## src/rtl/fifo_wr_arbiter.sv

```systemverilog
// Round-robin write arbiter sharing one FIFO write port among NUM_REQ valid/ready producers.
// Define FIFO_ARB_BURST_EN to let an owner hold the grant for up to MAX_BURST transfers.
module fifo_wr_arbiter #(
    parameter int NUM_REQ    = 4,
    parameter int DATA_WIDTH = 8,
    parameter int MAX_BURST  = 4
) (
    input  logic                             clk,
    input  logic                             rst,
    input  logic [NUM_REQ-1:0]               req_valid,
    input  logic [NUM_REQ*DATA_WIDTH-1:0]    req_data,
    output logic [NUM_REQ-1:0]               req_ready,
    output logic                             fifo_wr_en,
    output logic [DATA_WIDTH-1:0]            fifo_data,
    input  logic                             fifo_full,
    output logic [$clog2(NUM_REQ)-1:0]       grant_id,
    output logic                             busy
);

    localparam int PTR_W = $clog2(NUM_REQ);

    typedef enum logic {
        ST_IDLE,
        ST_LOCK
    } state_t;

    state_t             state_q, state_d;
    logic [PTR_W-1:0]   rr_ptr_q, rr_ptr_d;
    logic [PTR_W-1:0]   owner_q, owner_d;
    logic               busy_q, busy_d;
    logic               lock;
    logic               owner_valid;
    logic               transfer;
    logic               last_beat;
    logic               release_grant;
    logic [PTR_W-1:0]   rr_wrap;

    // First valid index at or after start, searching upward modulo NUM_REQ.
    function automatic logic [PTR_W-1:0] pick(input logic [NUM_REQ-1:0] v,
                                              input logic [PTR_W-1:0]   start);
        logic [PTR_W-1:0] res;
        logic             found;
        int               idx;
        res   = start;
        found = 1'b0;
        for (int i = 0; i < NUM_REQ; i++) begin
            idx = (int'(start) + i) % NUM_REQ;
            if (!found && v[idx]) begin
                res   = PTR_W'(idx);
                found = 1'b1;
            end
        end
        return res;
    endfunction

    assign lock        = (state_q == ST_LOCK);
    assign owner_valid = req_valid[owner_q];
    assign transfer    = lock && owner_valid && !fifo_full;
    assign rr_wrap     = (owner_q == PTR_W'(NUM_REQ - 1)) ? '0 : owner_q + 1'b1;

`ifdef FIFO_ARB_BURST_EN
    localparam int CNT_W = $clog2(MAX_BURST + 1);

    logic [CNT_W-1:0] beat_cnt_q, beat_cnt_d;

    assign last_beat = transfer && ((int'(beat_cnt_q) + 1) == MAX_BURST);
`else
    logic unused_cfg;

    assign unused_cfg = (MAX_BURST != 0);
    assign last_beat  = transfer;
`endif

    assign release_grant = lock && (!owner_valid || last_beat);

    always_comb begin
        req_ready = '0;
        if (lock && !fifo_full) begin
            req_ready[owner_q] = 1'b1;
        end
    end

    assign fifo_wr_en = transfer;
    assign fifo_data  = req_data[int'(owner_q)*DATA_WIDTH +: DATA_WIDTH];
    assign grant_id   = owner_q;
    assign busy       = busy_q;

    // On release the pointer moves past the old owner and, if anyone is still
    // asking, the next owner is chosen in the same cycle so handover has no bubble.
    always_comb begin
        state_d  = state_q;
        rr_ptr_d = rr_ptr_q;
        owner_d  = owner_q;
`ifdef FIFO_ARB_BURST_EN
        beat_cnt_d = beat_cnt_q;
`endif
        case (state_q)
            ST_IDLE: begin
`ifdef FIFO_ARB_BURST_EN
                beat_cnt_d = '0;
`endif
                if (|req_valid) begin
                    state_d = ST_LOCK;
                    owner_d = pick(req_valid, rr_ptr_q);
                end
            end
            ST_LOCK: begin
                if (release_grant) begin
                    rr_ptr_d = rr_wrap;
`ifdef FIFO_ARB_BURST_EN
                    beat_cnt_d = '0;
`endif
                    if (|req_valid) begin
                        owner_d = pick(req_valid, rr_wrap);
                    end else begin
                        state_d = ST_IDLE;
                    end
                end
`ifdef FIFO_ARB_BURST_EN
                else if (transfer) begin
                    beat_cnt_d = beat_cnt_q + 1'b1;
                end
`endif
            end
            default: begin
                state_d = ST_IDLE;
            end
        endcase
        busy_d = (state_d == ST_LOCK);
    end

    always_ff @(posedge clk or posedge rst) begin
        if (rst) begin
            state_q  <= ST_IDLE;
            rr_ptr_q <= '0;
            owner_q  <= '0;
            busy_q   <= 1'b0;
`ifdef FIFO_ARB_BURST_EN
            beat_cnt_q <= '0;
`endif
        end else begin
            state_q  <= state_d;
            rr_ptr_q <= rr_ptr_d;
            owner_q  <= owner_d;
            busy_q   <= busy_d;
`ifdef FIFO_ARB_BURST_EN
            beat_cnt_q <= beat_cnt_d;
`endif
        end
    end

endmodule

```

## config.mk

```make
export PLATFORM = sky130hd
export DESIGN_NAME = fifo_wr_arbiter
export DESIGN_NICKNAME = d
export VERILOG_FILES = /design/src/rtl/fifo_wr_arbiter.sv
export SDC_FILE = /design/constraint.sdc
export NUM_CORES = 1
export LEC_CHECK = 0
export ABC_AREA = 1
export BUFFER_PORTS_ARGS = -buffer_cell sky130_fd_sc_hd__buf_2
export CAP_MARGIN = 40
export CELL_PAD_IN_SITES_DETAIL_PLACEMENT = 0
export CELL_PAD_IN_SITES_GLOBAL_PLACEMENT = 1
export CORE_ASPECT_RATIO = 0.9
export CORE_UTILIZATION = 28
export DETAILED_ROUTE_END_ITERATION = 12
export PLACE_DENSITY_LB_ADDON = 0.1
export SLEW_MARGIN = 20
export SYNTH_ARGS = -nofsm -noshare
export SYNTH_HDL_FRONTEND = slang
export SYNTH_SLANG_ARGS = --single-unit
export TNS_END_PERCENT = 50
```

## constraint.sdc

```tcl
create_clock -name clk -period 2.7 [get_ports clk]
set_clock_uncertainty 0.2 [all_clocks]
set_input_delay 0.135 -clock clk [delete_from_list [all_inputs] [get_ports clk]]
set_output_delay 0.135 -clock clk [all_outputs]
set_load 0.01 [all_outputs]
```

==> impl_metrics.env <==
export IMPL_run_status="complete, no violations"
export IMPL_irDropWorstVdd_uv=699
export IMPL_maxSlewHeadroom=0.803
export IMPL_hold_violations=0
export IMPL_path_common_cell="nand2_1"
export IMPL_required_ps=2610
export IMPL_powerDensity_nw_per_um2=1410
export IMPL_busiest_layer="met1"
export IMPL_cp_end_kind="flop"
export IMPL_cellLeakagePower_nw=0.838
export IMPL_insertion_delay_ps=220
export IMPL_port_buffers=54
export IMPL_max_freq_mhz=443
export IMPL_grt_overflow=0
export IMPL_crit_slowest_cell="dfrtp_1"
export IMPL_initial_utilization=0.292
export IMPL_combPwrFrac=0.851
export IMPL_cts_setup_buffers=0
export IMPL_drt_pass1_iterations=4
export IMPL_die_h_um=60.9
export IMPL_syn_cell_area_um2=1080
export IMPL_viasPerCell=4.68
export IMPL_crit_family="simple AND/OR/NAND/NOR gates"
export IMPL_ios=55
export IMPL_wl_per_cell_um=11.9
export IMPL_rrSetupSlack_ps=440
export IMPL_p_switching_mw=1.22
export IMPL_grt_util_met2=0.290
export IMPL_rsz0062_at_grt="no"
export IMPL_core_area_um2=3700
export IMPL_drive_gt1_frac=0.308
export IMPL_syn_to_final_growth_pct=36.0
export IMPL_cap_violations=0
export IMPL_htreeDepth=1
export IMPL_gr_usage_met1=0.291
export IMPL_worst_pin_slew_ps=295
export IMPL_clk_pin_slew_ps=40
export IMPL_switching_share=0.585
export IMPL_final_antenna_net_count=0
export IMPL_antenna_found_initial=0
export IMPL_worstPathArrival_ps=2170
export IMPL_crit_path_cell_trace="clkinv_1 > ha_1 > inv_1 > nand2_1 > nand2_2 > nand2_1 > nand2_2 > nor2_4 > nand3_1 > nand4_1 > nand2_1 > nand2_1 > nand2_1"
export IMPL_root_buffer="clkbuf_8"
export IMPL_place_inst=304
export IMPL_tns_ps=0
export IMPL_synth_seq_cells=5
export IMPL_grt_pass1_vias=1238
export IMPL_cp_num_buf_inv=2
export IMPL_period_needed_ps=2260
export IMPL_worst_path_max_fanout=7
export IMPL_antennaDiodeCount=0
export IMPL_track_usage=0.192
export IMPL_pwr_share_clk=0.069
export IMPL_drt_total_wl_um=3690
export IMPL_intPower_mw=0.862
export IMPL_rows=21
export IMPL_worstSetupPathType="flop to flop"
export IMPL_cts_sinks=5
export IMPL_use_met3=0.0282
export IMPL_setup_violations=0
export IMPL_grt_max_degree=20
export IMPL_syn_inst=205
export IMPL_maxSlewViolCount=0
export IMPL_layout_cells_most_common="nand2_1"
export IMPL_layout_common_cells="nand2_1 (74), buf_2 (54), nor2_1 (24)"
export IMPL_synth_cell_type_count=27
export IMPL_dp_hpwl_um=2980
export IMPL_dieWidth_um=67.5
export IMPL_cts_tree="yes"
export IMPL_seqPwrFrac=0.080
export IMPL_min_path_type="input port to flop"
export IMPL_clock_path_buffers=2
export IMPL_slowest_delay_ps=410
export IMPL_avgSynthCellArea_um2=5.27
export IMPL_drtIter0Drc=66
export IMPL_grt_pass1_wl_um=6000
export IMPL_ys_warn_count=0
export IMPL_final_cells=309
export IMPL_gp_congestion=0.799
export IMPL_cp_start_kind="flop"
export IMPL_dieArea_um2=4110
export IMPL_cts_made_buffers=3
export IMPL_vias=1445
export IMPL_num_nets_final=307
export IMPL_ys_seq_area_frac=0.116
export IMPL_finalCritPeriodShare=0.837
export IMPL_syn_num_nets=248
export IMPL_drcViolationCount=0
-- logic make-up after synthesis --
logic type               after synthesis  synth area share
adder cells (fa/ha/maj)                4            0.0463
flip-flops                             5             0.116
buffers and inverters                 25            0.0984
AO/OA/AOI/OAI                         35             0.177
AND/OR/NAND/NOR                      136             0.563
-- registers in the layout (all words and copies together) (netlist names) --
register	flops
busy	1
grant_id	2
rr_ptr_q	2
-- synth_stat cells --
| cell type | count | area [um^2] |
|---|---|---|
| nand2_1 | 74 | 278 |
| nor2_1 | 24 | 90.1 |
| o21ai_0 | 21 | 105 |
| nand3_1 | 19 | 95.1 |
| inv_1 | 14 | 52.6 |
| o22ai_1 | 8 | 50.1 |
| nand2_2 | 6 | 37.5 |
| dfrtp_1 | 5 | 125 |
| a21oi_1 | 4 | 20.0 |
| ha_1 | 4 | 50.1 |
| clkbuf_1 | 3 | 11.3 |
| inv_2 | 3 | 11.3 |
| nand3_2 | 3 | 30.0 |
| nand4_1 | 3 | 18.8 |
| nor2_4 | 2 | 22.5 |
| a21oi_2 | 1 | 8.76 |
| and2_1 | 1 | 6.26 |
| buf_1 | 1 | 3.75 |
| buf_2 | 1 | 5.00 |
| buf_4 | 1 | 7.51 |
| buf_6 | 1 | 11.3 |
| clkinv_1 | 1 | 3.75 |
| nand2_4 | 1 | 11.3 |
| nor2_2 | 1 | 6.26 |
| o21a_1 | 1 | 7.51 |
| or2_1 | 1 | 6.26 |
| or2_2 | 1 | 6.26 |
-- final timing paths --
| kind | startpoint | to | depth (start not counted) |
|---|---|---|---|
| max | grant_id[1] | grant_id[0] | 13 |
| min | req_valid[0] | busy | 3 |
| max reg2reg | grant_id[1] | grant_id[0] | 13 |
| min reg2reg | grant_id[1] | grant_id[1] | 2 |
| max in group asynchronous | rst | grant_id[0] | 3 |
| min in group asynchronous | rst | rr_ptr_q[1] | 3 |
-- per-layer routing --
layer  vias up  routed length, um
met5         -                  0
met4         0                 10
met3         2                130
met2        24               1560
met1       637               1990
li1        782                  -
-- timing repair --
| item | in CTS | in global routing |
|---|---|---|
| resized for setup | 0 | 0 |
| hold buffers | 1 | 0 |
| hold endpoints to repair | 5 | 0 |
-- worst reg2reg max path, stage by stage, from the launching register on --
cell      delay, ps
dfrtp_1         410
clkinv_1        110
ha_1            410
inv_1           180
nand2_1         120
nand2_2          60
nand2_1          70
nand2_2          90
nor2_4          110
nand3_1         110
nand4_1         110
nand2_1          60
nand2_1          50
nand2_1          50
-- power by group through the flow --
stage,Combinational (mW),Clock [mW],Sequential [mW]
floorplan,1.33,0,0.155
global placement,1.77,0,0.167
detailed placement,1.76,0,0.166
CTS,1.77,0.142,0.167
global route,2.03,0.152,0.175
finish,1.77,0.142,0.167
-- final cells by class --
| cell class | instances | area [um^2] |
|---|---|---|
| Timing Repair Buffer | 61 | 325 |
| Inverter | 18 | 67.6 |
| Clock buffer | 4 | 45.0 |
| Fill cell | 439 | 2230 |
| Sequential cell | 5 | 125 |
| Multi-Input combinational cell | 175 | 850 |
| Tap cell | 46 | 57.6 |
-- through the flow --
stage	setup slack [ps]	hold slack, ps	area (um^2)	utilization	total power [mW]
CTS	453	114	1470	0.397	2.08
floorplan	241	-286	1080	-	1.48
finish	441	100	1470	0.397	2.08
global placement	530	-154	1420	0.382	1.94
detailed placement	464	-147	1420	0.382	1.93
global route	251	129	1470	0.397	2.35
No activity file was read; power rests on OpenSTA's default activity.
